`src/rtl/entropy_key_sequencer.sv`:
```
// entropy_key_sequencer
// Turns AC97 microphone samples into 256-bit keys. The block paces samples into
// the randomness extractor and guards collection with a repetition-count health
// test. It then latches the extractor buffer as a key and offers it under a
// valid/ack handshake.
//
// Ports:
//   clock, reset_n   system clock, synchronous active-low reset
//   ac97_ready       sample-available level (may stay high several cycles)
//   ac97_data[7:0]   current AC97 sample
//   key_request      request a fresh key (IDLE, or with key_ack in HOLD)
//   key_ack          consumer has taken the key (HOLD only)
//   ext_ready        one-cycle strobe into the extractor
//   ext_data[7:0]    sample presented to the extractor
//   ext_buffer[255:0] extractor output buffer
//   key[255:0]       latched key
//   key_valid        key is fresh and unacknowledged
//   busy             high while discarding, collecting or settling
//   health_fail      one-cycle pulse when a stuck input is detected
//   sample_count[8:0] samples forwarded in the current attempt
module entropy_key_sequencer #(
  parameter int SAMPLES_PER_KEY = 256,
  parameter int DISCARD         = 16,
  parameter int REPEAT_LIMIT    = 8,
  parameter int SETTLE_CYCLES   = 2
) (
  input  logic         clock,
  input  logic         reset_n,
  input  logic         ac97_ready,
  input  logic [7:0]   ac97_data,
  input  logic         key_request,
  input  logic         key_ack,
  output logic         ext_ready,
  output logic [7:0]   ext_data,
  input  logic [255:0] ext_buffer,
  output logic [255:0] key,
  output logic         key_valid,
  output logic         busy,
  output logic         health_fail,
  output logic [8:0]   sample_count
);

  localparam int DW = $clog2(DISCARD + 2);
  localparam int RW = $clog2(REPEAT_LIMIT + 1);
  localparam int SW = $clog2(SETTLE_CYCLES + 2);

  typedef enum logic [2:0] {
    S_IDLE,
    S_DISCARD,
    S_COLLECT,
    S_SETTLE,
    S_HOLD
  } state_t;

  // With no warm-up run, a (re)start goes straight to collection.
  localparam state_t START_STATE = (DISCARD == 0) ? S_COLLECT : S_DISCARD;

  state_t          state;
  logic            ready_q;
  logic [7:0]      last_sample;
  logic [RW-1:0]   rep_cnt;
  logic [DW-1:0]   discard_cnt;
  logic [SW-1:0]   settle_cnt;

  logic            rise;
  logic [RW-1:0]   rep_next;
  logic            rep_hit;
  logic [DW-1:0]   discard_next;
  logic [8:0]      count_next;

  // Run length including the current sample; a zero run means "no history".
  function automatic logic [RW-1:0] next_run(input logic [7:0] sample,
                                             input logic [7:0] prev,
                                             input logic [RW-1:0] run);
    if (sample == prev && run != '0)
      return run + RW'(1);
    return RW'(1);
  endfunction

  assign rise         = ac97_ready & ~ready_q;
  assign rep_next     = next_run(ac97_data, last_sample, rep_cnt);
  assign rep_hit      = (rep_next == RW'(REPEAT_LIMIT));
  assign discard_next = discard_cnt + DW'(1);
  assign count_next   = sample_count + 9'd1;
  assign busy         = (state == S_DISCARD) || (state == S_COLLECT) ||
                        (state == S_SETTLE);

  always_ff @(posedge clock) begin
    if (!reset_n) begin
      state        <= S_IDLE;
      ready_q      <= 1'b0;
      last_sample  <= '0;
      rep_cnt      <= '0;
      discard_cnt  <= '0;
      settle_cnt   <= '0;
      ext_ready    <= 1'b0;
      ext_data     <= '0;
      key          <= '0;
      key_valid    <= 1'b0;
      health_fail  <= 1'b0;
      sample_count <= '0;
    end else begin
      // Edge detector runs in every state so a level held across a state
      // change never produces a spurious rise.
      ready_q     <= ac97_ready;
      ext_ready   <= 1'b0;
      health_fail <= 1'b0;

      case (state)
        S_IDLE: begin
          if (key_request) begin
            state        <= START_STATE;
            sample_count <= '0;
            discard_cnt  <= '0;
            rep_cnt      <= '0;
          end
        end

        S_DISCARD: begin
          if (rise) begin
            discard_cnt <= discard_next;
            if (discard_next == DW'(DISCARD)) begin
              state   <= S_COLLECT;
              rep_cnt <= '0;
            end
          end
        end

        S_COLLECT: begin
          if (rise) begin
            last_sample <= ac97_data;
            // A stuck sample is dropped and restarts the attempt, even if it
            // would have completed the key.
            if (rep_hit) begin
              health_fail  <= 1'b1;
              sample_count <= '0;
              discard_cnt  <= '0;
              rep_cnt      <= '0;
              state        <= START_STATE;
            end else begin
              rep_cnt      <= rep_next;
              ext_ready    <= 1'b1;
              ext_data     <= ac97_data;
              sample_count <= count_next;
              if (count_next == 9'(SAMPLES_PER_KEY)) begin
                state      <= S_SETTLE;
                settle_cnt <= '0;
              end
            end
          end
        end

        // Give the extractor time to absorb the last strobe before latching.
        S_SETTLE: begin
          if (settle_cnt == SW'(SETTLE_CYCLES)) begin
            key       <= ext_buffer;
            key_valid <= 1'b1;
            state     <= S_HOLD;
          end else begin
            settle_cnt <= settle_cnt + SW'(1);
          end
        end

        S_HOLD: begin
          if (key_ack) begin
            key_valid <= 1'b0;
            if (key_request) begin
              state        <= START_STATE;
              sample_count <= '0;
              discard_cnt  <= '0;
              rep_cnt      <= '0;
            end else begin
              state <= S_IDLE;
            end
          end
        end

        default: state <= S_IDLE;
      endcase
    end
  end

endmodule
```
`config.mk`:
```
export PLATFORM = sky130hd
export DESIGN_NAME = entropy_key_sequencer
export DESIGN_NICKNAME = d
export VERILOG_FILES = /design/src/rtl/entropy_key_sequencer.sv
export SDC_FILE = /design/constraint.sdc
export NUM_CORES = 1
export LEC_CHECK = 0
export CORE_AREA = 2 2 214 216
export DETAILED_ROUTE_END_ITERATION = 7
export DIE_AREA = 0 0 216 218
export GPL_TIMING_DRIVEN = 0
export HOLD_SLACK_MARGIN = 0.05
export PLACE_DENSITY = 0.55
export SLEW_MARGIN = 20
export SYNTH_ARGS = -nofsm -noshare
export SYNTH_HDL_FRONTEND = slang
export SYNTH_SLANG_ARGS = --single-unit
```
`constraint.sdc`:
```
create_clock -name clock -period 2.4 [get_ports clock]
set_clock_uncertainty 0.15 [all_clocks]
set_input_delay 0.6 -clock clock [delete_from_list [all_inputs] [get_ports clock]]
set_output_delay 0.6 -clock clock [all_outputs]
set_load 0.01 [all_outputs]
```
### Word level (Yosys, flattened, before mapping)

Cells that the tools add are included.

| storage, ports and cells | value |
|---|---|
| register bits after elaboration | 299 |
| word-level logic and storage cells | 99 |

| operators by class | value |
|---|---|
| reductions and logical operators | 19 |
| add/sub/neg operators | 4 |
| bitwise operators | 3 |
| multiplexer cells | 41 |
| equal/unequal tests | 20 |

Operators with widths:

| cell | number |
|---|---|
| $mux 9 | 4 |
| $mux 4 | 8 |
| $pmux 9 s3 | 1 |
| $mux 5 | 5 |
| $mux 3 | 8 |
| $pmux 5 s4 | 1 |
| $pmux 4 s4 | 1 |
| $pmux 3 s5 | 1 |
| $reduce_and 5->1 | 3 |
| $ne 2x2->1 const B | 7 |
| $reduce_and 3->1 | 4 |
| $add 9x1->9 const B | 1 |
| $eq 9x9->1 const B | 1 |
| $eq 8x8->1 | 1 |
| $mux 2 | 4 |
| $reduce_bool 4->1 | 2 |
| $reduce_and 7->1 | 1 |
| $eq 3x2->1 const B | 2 |
| $mux 1 | 6 |
| $ne 2x1->1 const B | 3 |
| $add 5x1->5 const B | 1 |
| $eq 5x5->1 const B | 1 |
| $add 4x1->4 const B | 1 |
| $eq 4x4->1 const B | 1 |
| 15 further kinds | 19 |

### Logic depth before layout (Yosys ltp)

Gate-level depths: netlist of run 1.

| depth | value |
|---|---|
| word-level depth | 8 |
| mapped depth | 9 |
| depth with buffers taken out | 7 |

### Least setup slack after synthesis of run 1

Ideal clock, no wire load.

| timing path | value |
|---|---|
| kind | input to register |
| from | input port ac97_data[2] |
| to | register sample_count[5] |
| stages on the path | 7 |
| data arrival time | 1,894 ps |
| setup time | 132 ps |
| slack | 223 ps |
| buffers on the path | 2 |
| required time | 2,118 ps |
| path through | xnor2_1 nand4_2 or4_1 buf_6 buf_6 a22oi_2 a21oi_1 |

| between the ends | value |
|---|---|
| word-level cells in the longest chain between the ends | 8 |

RTL lines:

| what | RTL line | source |
|---|---|---|
| from (decl) | 30 | `input logic [7:0] ac97_data,` |
| $eq 8x8->1 | 75 | `if (sample == prev && run != '0)` |
| $logic_and 1x1->1 | 75 |  |
| $mux 1 | 75 |  |
| $mux 4 | 77 | `return RW'(1);` |
| $eq 4x4->1 | 82 | `assign rep_hit = (rep_next == RW'(REPEAT_LIMIT));` |
| $mux 9 | 134 | `if (rep_hit) begin` |
| $mux 9 | 130 | `if (rise) begin` |
| $pmux 9 s3 | 109 | `case (state)` |
| to (signal assigned) | 144 | `sample_count <= count_next;` |
| to (decl) | 40 | `output logic [8:0] sample_count` |

Every way passes these cells. The select of a mux whose other input is x is not followed.
A chain may end at the register's enable or synchronous reset.

### Worst setup path after layout of run 1

| timing path | value |
|---|---|
| from | input port ac97_data[0] |
| to | register sample_count[6] |

The elaborated chain is that of the path after synthesis.

==> impl_metrics.py, run 1 <==
metrics = {
    "run_status": {
        "status": "completed",
    },
    "finish": {
        "syn2layout_area_growth_pct": 69.4,
        "n_fill_cell": 4562,
        "fin_nets": 2251,
        "stdcell_area_mm2": 0.0187,
        "drive_above_1_share_pct": 7.73,
        "final_util_pct": 41.5,
        "final_cells": 2606,
    },
    "global_routing": {
        "grt_antenna_before_repair": 4,
        "overflow": 0,
        "grt.total_usage_pct": 19.1,
        "grt_max_degree": 13,
        "grt_pass1_wl_um": 69200,
        "grt_pass1_vias": 11400,
    },
    "setup_path": {
        "rrSetupSlack_ns": 0.10,
        "crit_type": "in -> reg",
        "end_kind": "flip-flop",
        "reg2reg_depth": 9,
        "r2r-start": "rep_cnt[0]",
        "worstPathRequired_ns": 2.65,
        "cp_max_fo": 10,
        "cp-start-kind": "input port",
        "r2r_end": "sample_count[6]",
        "arrival_ns": 2.59,
    },
    "power_and_ir_drop": {
        "p_total_mw": 11.8,
        "leakage_nw": 6.25,
        "ir_drop_mv": 0.507,
        "cellPowerDensity_mw_per_mm2": 634,
    },
    "worst_hold_path": {
        "worst_hold_path_type": "in -> reg",
        "hold-path-endpoint": "last_sample[7]",
        "hold_path_depth": 3,
        "holdCritStartpoint": "ac97_data[7]",
    },
    "clock_tree": {
        "clk-insertion-delay-late_ns": 0.54,
        "cts_root_buf": "clkbuf_16",
        "path_clk_slew_ns": 0.06,
        "clock_tree.buffer_depth": 3,
        "cts_buffers": 36,
        "cts_tree": "yes",
        "cts_max_level": 2,
        "clock_sinks": 299,
    },
    "synthesis": {
        "ys_top_cells_by_area": "dfxtp_1, nand2_1, a21oi_1, buf_2, clkbuf_1",
        "yosys_most_used_dff": "dfxtp_1",
        "yosys.area.top_type_share_pct": 54.4,
        "synth_warnings": 0,
        "synth-seq-cells": 299,
        "async_flop_share_pct": 0,
        "postSynthCellCount": 1392,
        "syn-num-nets": 1666,
        "synthDistinctLibCells": 55,
        "syn_area_mm2": 0.0110,
        "yosysMostFrequentCell": "nand2_1",
        "synth_top_cells_by_count": "nand2_1, dfxtp_1, a21oi_1",
        "synth_edf_count": 0,
        "synth_top_area_cell": "dfxtp_1",
        "avgSynthCellArea_um2": 7.91,
        "seq_area_frac_synth_pct": 54.4,
    },
    "floorplanning": {
        "dieArea_mm2": 0.0471,
        "chipWidth_um": 216,
        "row_count": 78,
        "design.core.area_mm2": 0.0449,
        "die_h_um": 218,
        "initial_core_util_pct": 24.5,
        "floorplan.io_pins": 546,
    },
    "sta": {
        "fmax_ghz": 0.428,
        "fin_setup_tns_ns": 0,
        "worst-slew-pin-transition_ns": 0.904,
        "slew_viol_final": 0,
        "setup_violations": 0,
        "relSlewSlack_pct": 39.7,
        "finalCritPeriodShare_pct": 97.5,
        "finalCriticalPeriod_ns": 2.34,
        "hold_viol": 0,
    },
    "routing": {
        "drc": 0,
        "wl_per_cell_um": 18.1,
        "vias": 11700,
        "drt-pass1-iter-count": 5,
        "viasPerCell": 4.47,
        "postRouteAntennaNets": 0,
        "finalWirelength_um": 47200,
        "drtIter0Drc": 558,
    },
    "placed_design": {
        "hpwlAfterDp_um": 36900,
        "place.gp.congestion": 0.856,
        "portBuffers": 545,
        "place_area_mm2": 0.0172,
        "placedCellCount": 2537,
    },
    "flow_run": {
        "cap_violations": 0,
    },
}
routing by layer:
layer / routed length, um / track usage (%)
met2: 22600 / 33.2
met3: 4130 / 6.96
met1: 19200 / 22.0
met5: 30 / 0
met4: 1250 / 5.75
state kept, by name (all words and copies together), names as in the netlist:
signal and cells:
health_fail 1, ready_q 1, key_valid 1, rep_cnt 4
settle_cnt 2, discard_cnt 5, ext_data 8, sample_count 9
last_sample 8, key 256, state 3, ext_ready 1
worst max-delay path by stage:
stage,cells past startpoint,from,end
after CTS,8,ac97_data[3],sample_count[6]
final,8,ac97_data[0],sample_count[6]
after global placement,6,reset_n,ext_data[1]
after detailed placement,6,reset_n,ext_data[3]
after global routing,9,rep_cnt[0],sample_count[6]
after floorplan,7,ac97_data[2],sample_count[5]
cell type report:
cell class,instances,area (um^2),share of cell area (%)
Tap cell,600,751,4.02
Inverter,6,26.3,0.141
Buffer,104,498,2.67
Clock buffer,56,1110,5.94
Multi-Input combinational cell,981,4630,24.8
Antenna cell,2,5.00,0.0268
Timing Repair Buffer,549,5510,29.6
Clock inverter,9,134,0.718
Sequential cell,299,5990,32.1
report_power, final:
part           switching (mW)  total [mW]  internal, mW
Combinational           0.484        1.09         0.603
Clock                    2.18        5.68          3.51
Sequential             0.0348        5.05          5.01
logic make-up after synthesis:
logic type / Yosys count / share of synthesized area (%)
and+or+nand+nor: 635 / 23.4
AOI/OAI and AO/OA: 329 / 16.1
DFF: 299 / 54.4
buffers and inverters: 112 / 4.55
xor gates and xnor gates: 10 / 0.795
adders and majority gates: 5 / 0.568
muxes: 2 / 0.193
critical path: stages:
cell and delay [ns]:
clkdlybuf4s50_1 0.63, xnor2_2 0.16, nand4b_1 0.20, or4_4 0.46
buf_6 0.16, buf_4 0.18, nand4_1 0.11, a21oi_1 0.08
layout by cell type, fill, tap and decap left out, types with 5 or more instances in the layout:
master / n
clkdlybuf4s50_1: 541
nand3_1: 15
buf_2: 49
buf_4: 6
clkbuf_1: 47
nand2_1: 552
clkbuf_16: 38
xnor2_1: 6
a21oi_1: 283
dfxtp_1: 295
nor2_1: 13
clkbuf_8: 9
and2_1: 5
nor3_1: 7
a31oi_1: 6
nand4_1: 10
clkbuf_2: 10
inv_1: 5
o21ai_0: 11
through the flow:
step	worst slack [ns]	hold WS, ns
6_report	0.0609	0.299
4_1_cts	0.00500	0.304
5_1_grt	-0.00509	0.283
3_5_place_dp	-1.26	0.296
3_3_place_gp	-1.31	0.291
2_1_floorplan	0.223	0.299
what timing repair did:
item / CTS / global route
hold buffers: 0 / 0
endpoints found under the setup margin: 281 / 213
gates resized for setup: 20 / 27
setup buffers: 0 / 4
(Power assumes the default switching activity.)
==> run 2, diff against run 1 <==
--- a/config.mk
+++ b/config.mk
@@ -11,6 +11,7 @@
 export GPL_TIMING_DRIVEN = 0
 export HOLD_SLACK_MARGIN = 0.05
 export PLACE_DENSITY = 0.55
+export SETUP_SLACK_MARGIN = 0.1
 export SLEW_MARGIN = 20
 export SYNTH_ARGS = -nofsm -noshare
 export SYNTH_HDL_FRONTEND = slang
==> run 2 against run 1 <==
- final area up 0.86%
- sequential share of layout area decreased by 0.24 points
- critical endpoint is now discard_cnt[2]
- sequential power about the same
- count of clock-buffer cells in the layout is the same
- power is 0.22% higher
- final cell count is 0.23% higher
- combinational power about the same
==> impl_metrics.py, run 2 (same netlist as run 1, synthesis figures left out) <==
metrics = {
    "finish": {
        "multi_input_area_mm2": 0.00468,
        "max_flop_register": "key",
        "syn2layout_area_growth_pct": 70.9,
        "final_cells": 2612,
        "n_fill_cell": 4566,
        "top_regs": "key x256, sample_count x9",
        "drive_above_1_share_pct": 9.51,
        "largest_reg_flops": 256,
        "mostFrequentLayoutCell": "nand2_1",
        "regArea_mm2": 0.00600,
        "fin_nets": 2256,
        "final_cell_mix": "nand2_1, clkdlybuf4s50_1, dfxtp_1, a21oi_1, buf_2",
    },
    "sta": {
        "fmax_ghz": 0.427,
        "slew_viol_final": 0,
        "rsz0062_at_grt": "true",
        "finalCriticalPeriod_ns": 2.34,
        "worst_slack_ns": 0.0594,
        "hold_ws_ns": 0.279,
        "finalCritPeriodShare_pct": 97.5,
        "setup_violations": 0,
        "hold_viol": 0,
        "relSlewSlack_pct": 58.6,
        "worst-slew-pin-transition_ns": 0.615,
    },
    "clock_tree": {
        "clock_sinks": 299,
        "cts_buffers": 36,
        "path_clk_slew_ns": 0.06,
        "cts_max_level": 2,
        "clk-insertion-delay-late_ns": 0.54,
        "cts_tree": "yes",
        "cts_root_buf": "clkbuf_16",
        "clock_tree.buffer_depth": 3,
    },
    "placed_design": {
        "hpwlAfterDp_um": 36900,
        "portBuffers": 545,
        "placedCellCount": 2537,
        "pre_cts_slack_ns": -1.26,
        "place.gp.congestion": 0.856,
    },
    "global_routing": {
        "grt.total_usage_pct": 19.2,
        "overflow": 0,
        "grt_max_degree": 13,
        "grt_pass1_wl_um": 69200,
        "grt_antenna_before_repair": 6,
        "grt_pass1_vias": 11400,
    },
    "setup_path": {
        "cp_top_family": "simple AND/OR/NAND/NOR gates",
        "cp-start-kind": "input port",
        "path_buf_inv": 2,
        "crit_slowest_cell": "or4_4",
        "arrival_ns": 2.60,
        "worstPathRequired_ns": 2.66,
        "cp_max_fo": 5,
        "crit_chain": "clkdlybuf4s50_1, xnor2_2, nand3_2, or4_4, buf_8, a22oi_4, a311oi_1",
        "slowest_delay_ns": 0.59,
        "crit_type": "in -> reg",
        "end_kind": "flip-flop",
    },
    "power_and_ir_drop": {
        "clock_power_share_pct": 48.0,
        "leakage_nw": 6.56,
        "p_sw_mw": 2.71,
        "p_seq_share_pct": 42.6,
        "power.internal_mw": 9.13,
        "swShare_pct": 22.9,
        "ir_drop_mv": 0.506,
        "comb_power_share_pct": 9.4,
        "cellPowerDensity_mw_per_mm2": 630,
    },
    "floorplanning": {
        "die_h_um": 218,
        "design.core.area_mm2": 0.0449,
        "row_count": 78,
        "floorplan.io_pins": 546,
        "chipWidth_um": 216,
        "initial_core_util_pct": 24.5,
        "dieArea_mm2": 0.0471,
    },
    "routing": {
        "viasPerCell": 4.47,
        "finalWirelength_um": 47500,
        "postRouteAntennaNets": 0,
        "drc": 0,
        "drtIter0Drc": 542,
        "wl_per_cell_um": 18.2,
        "drt-pass1-iter-count": 5,
        "vias": 11700,
    },
    "flow_run": {
        "cap_violations": 0,
    },
    "worst_hold_path": {
        "worst_hold_path_type": "in -> reg",
    },
    "run_status": {
        "status": "completed",
    },
}
-- run 2: cell type report --
class / count / share of cell area (%)
multi-input cells: 981 / 24.9
inverters: 6 / 0.120
diodes: 3 / 0.0399
plain buffers: 105 / 2.91
repair buffers: 553 / 29.6
flip-flops and latches: 299 / 31.9
well taps: 600 / 3.99
clock inverters: 9 / 0.712
clock buffers: 56 / 5.89
-- run 2: tightest hold or removal path, stage by stage --
cell and delay (ns):
dlymetal6s2s_1 0.18, nand2_1 0.08, a21oi_1 0.05
-- run 2: repair_timing --
item,CTS,global route
pin swaps,1,13
setup endpoints to repair,310,257
resized for setup,54,66
cloned,0,2
buffers inserted,0,6
hold buffers,0,0
-- run 2: routing by layer --
layer  GRT usage (%)  share of wire [%]
met1            22.1                 41
met4            5.87                2.5
met3            6.96                8.6
met5               0              0.093
met2            33.1                 48
-- run 2: path summary, 6_finish.rpt --
check | endpoint | start | depth (start not counted) | slack (ns)
worst max-delay path | discard_cnt[2] | ac97_data[4] | 7 | 0.06
worst min-delay path | last_sample[2] | ac97_data[2] | 3 | 0.28
worst max register to register | discard_cnt[2] | rep_cnt[1] | 8 | 0.08
worst min register to register | key[1] | key[1] | 2 | 0.30
-- run 2: metrics by stage --
stage | area (um^2) | TNS (ns) | total power [mW] | util (%)
2_1_floorplan | 11000 | 0 | 5.54 | -
3_3_place_gp | 17200 | -275.55 | 6.20 | 38.4
3_5_place_dp | 17200 | -281.48 | 6.20 | 38.4
4_1_cts | 18500 | 0 | 12.0 | 41.2
5_1_grt | 18800 | 0 | 12.3 | 41.9
6_report | 18800 | 0 | 11.8 | 41.9
-- run 2: power by group through the flow --
| stage | sequential, mW | combinational (mW) | clock [mW] |
|---|---|---|---|
| floorplan | 5.16 | 0.378 | 0 |
| finish | 5.05 | 1.11 | 5.68 |
| detailed placement | 5.16 | 1.04 | 0 |
| CTS | 5.05 | 1.06 | 5.85 |
| global placement | 5.15 | 1.04 | 0 |
| global route | 5.05 | 1.20 | 6.04 |
==> run 3, diff against run 2 <==
==> constraint.sdc (replaced) <==
create_clock -name clock -period 2.2 [get_ports clock]
set_clock_uncertainty 0.15 [all_clocks]
set_input_delay 0.55 -clock clock [delete_from_list [all_inputs] [get_ports clock]]
set_output_delay 0.55 -clock clock [all_outputs]
set_load 0.01 [all_outputs]
==> run 3 against run 2 <==
- the run now ends with setup timing left
- register-to-register slack lost 0.10 ns
- sequential cell count stayed put
- power rose by 11%
- sequential share of layout area barely moved
- final cell count grew 0.42%
- critical path type is now reg -> reg
- die area did not move
- non-clock buffer count rose by 12
- highest routed layer unchanged
- clock power up 12%
- via count is 0.41% lower
- final area rose by 0.14%
- first-iteration DRC count down 11%
- combinational power rose by 13%
==> impl_metrics.py, run 3 (same netlist as run 1, synthesis figures left out) <==
metrics = {
    "run_status": {
        "status": "complete, but fails checks",
        "violations": "setup timing",
    },
    "power_and_ir_drop": {
        "clock_power_share_pct": 48.5,
        "p_sw_mw": 3.01,
        "p_seq_share_pct": 41.9,
        "comb_power_share_pct": 9.5,
        "cellPowerDensity_mw_per_mm2": 698,
        "leakage_nw": 7.85,
        "p_total_mw": 13.1,
        "swShare_pct": 22.9,
        "power.internal_mw": 10.1,
        "ir_drop_mv": 0.582,
    },
    "finish": {
        "final_cells": 2623,
        "largest_reg_flops": 256,
        "mostFrequentLayoutCell": "nand2_1",
        "top_regs": "key x256, sample_count x9",
        "drive_above_1_share_pct": 11.0,
        "max_flop_register": "key",
        "final_cell_mix": "nand2_1, dfxtp_1, dlygate4sd2_1, a21oi_1, clkdlybuf4s50_1",
        "stdcell_area_mm2": 0.0188,
        "syn2layout_area_growth_pct": 71.1,
        "fin_nets": 2268,
    },
    "placed_design": {
        "place.gp.congestion": 0.832,
        "portBuffers": 545,
        "placedCellCount": 2537,
        "place_area_mm2": 0.0172,
        "hpwlAfterDp_um": 36400,
    },
    "setup_path": {
        "cp_top_family": "simple AND/OR/NAND/NOR gates",
        "cp-start-kind": "flip-flop",
        "rrSetupSlack_ns": -0.02,
        "worstPathRequired_ns": 2.45,
        "path_buf_inv": 2,
        "arrival_ns": 2.47,
        "reg2reg_depth": 7,
        "r2r-start": "rep_cnt[0]",
        "crit_chain": "inv_2, ha_4, nand4b_1, or4_4, buf_12, a22oi_4, a311oi_1",
        "r2r_end": "discard_cnt[2]",
        "cp_max_fo": 7,
        "slowest_delay_ns": 0.56,
        "crit_type": "reg -> reg",
        "crit_slowest_cell": "or4_4",
        "end_kind": "flip-flop",
    },
    "clock_tree": {
        "cts_hold_buf": 0,
        "cts_tree": "yes",
        "clock_tree.buffer_depth": 3,
        "cts_root_buf": "clkbuf_16",
        "path_clk_slew_ns": 0.06,
        "clk-insertion-delay-late_ns": 0.54,
        "clock_sinks": 299,
        "cts_buffers": 36,
        "cts_max_level": 2,
    },
    "sta": {
        "worst-slew-pin-transition_ns": 0.761,
        "slew_viol_final": 0,
        "relSlewSlack_pct": 49.2,
        "hold_viol": 0,
        "fin_setup_tns_ns": -0.0679,
        "fmax_ghz": 0.450,
        "rsz0062_at_grt": "true",
        "finalCritPeriodShare_pct": 101,
        "worst_slack_ns": -0.0203,
        "setup_violations": 5,
        "hold_ws_ns": 0.254,
        "finalCriticalPeriod_ns": 2.22,
    },
    "routing": {
        "postRouteAntennaNets": 0,
        "drt-pass1-iter-count": 4,
        "drtIter0Drc": 485,
        "wl_per_cell_um": 18.1,
        "drc": 0,
        "finalWirelength_um": 47400,
        "vias": 11600,
        "viasPerCell": 4.43,
    },
    "global_routing": {
        "grt.total_usage_pct": 19.3,
        "overflow": 0,
        "grt_antenna_before_repair": 4,
        "grt_max_degree": 13,
        "grt_pass1_vias": 11600,
        "grt_pass1_wl_um": 69800,
    },
    "worst_hold_path": {
        "holdCritStartpoint": "ac97_data[0]",
        "worst_hold_path_type": "in -> reg",
        "hold-path-endpoint": "last_sample[0]",
        "hold_path_depth": 3,
    },
    "floorplanning": {
        "row_count": 78,
        "floorplan.io_pins": 546,
        "dieArea_mm2": 0.0471,
        "initial_core_util_pct": 24.5,
        "design.core.area_mm2": 0.0449,
        "die_h_um": 218,
        "chipWidth_um": 216,
    },
    "flow_run": {
        "cap_violations": 0,
    },
}
[run 3: area by class of cell]
cell class,count,area [um^2]
Inverter,6,22.5
Sequential cell,299,6000
Multi-Input combinational cell,981,4760
Buffer,106,693
Fill cell,4638,26100
Timing Repair Buffer,564,5340
Clock buffer,54,1080
Tap cell,600,751
Antenna cell,3,7.51
Clock inverter,10,185
[run 3: worst register-to-register path: stages (launching register included)]
cell	delay [ns]
dfxtp_2	0.36
inv_2	0.06
ha_4	0.21
nand4b_1	0.19
or4_4	0.56
buf_12	0.17
a22oi_4	0.24
a311oi_1	0.13
[run 3: worst max path at each step]
stage	start	to	slack, ns	cells past startpoint
after floorplan	rep_cnt[1]	sample_count[5]	0.08	8
after global placement	reset_n	key[250]	-1.35	6
after detailed placement	reset_n	key[250]	-1.42	6
after CTS	rep_cnt[0]	discard_cnt[2]	-0.03	8
after global routing	rep_cnt[0]	discard_cnt[2]	-0.1	7
final	rep_cnt[0]	discard_cnt[2]	-0.02	7
[run 3: per-stage QoR]
step,setup WS (ns),utilization [%]
finish,-0.0203,42.0
global route,-0.0985,41.9
CTS,-0.0328,41.5
detailed placement,-1.42,38.4
global placement,-1.35,38.4
floorplan,0.0812,-
[run 3: power by group through the flow]
| stage | Combinational (mW) | Clock, mW | Sequential [mW] |
|---|---|---|---|
| 2_1_floorplan | 0.420 | 0 | 5.63 |
| 3_3_place_gp | 1.15 | 0 | 5.62 |
| 3_5_place_dp | 1.15 | 0 | 5.62 |
| 4_1_cts | 1.22 | 6.58 | 5.51 |
| 5_1_grt | 1.35 | 6.80 | 5.51 |
| 6_report | 1.25 | 6.38 | 5.51 |
[run 3: layer usage]
metal / wire length [um] / track usage [%] / up-vias
met1: 18300 / 21.1 / 5310
met4: 1070 / 5.55 / 4
li1: - / - / 5817
met2: 23300 / 34.4 / 437
met5: 24 / 0 / -
met3: 4660 / 7.88 / 62
[run 3: what timing repair did]
action	4_1_cts	5_1_grt
pin swaps	20	4
setup buffers	14	2
gates resized for setup	371	95
gates cloned	3	0
setup endpoints to repair	573	286
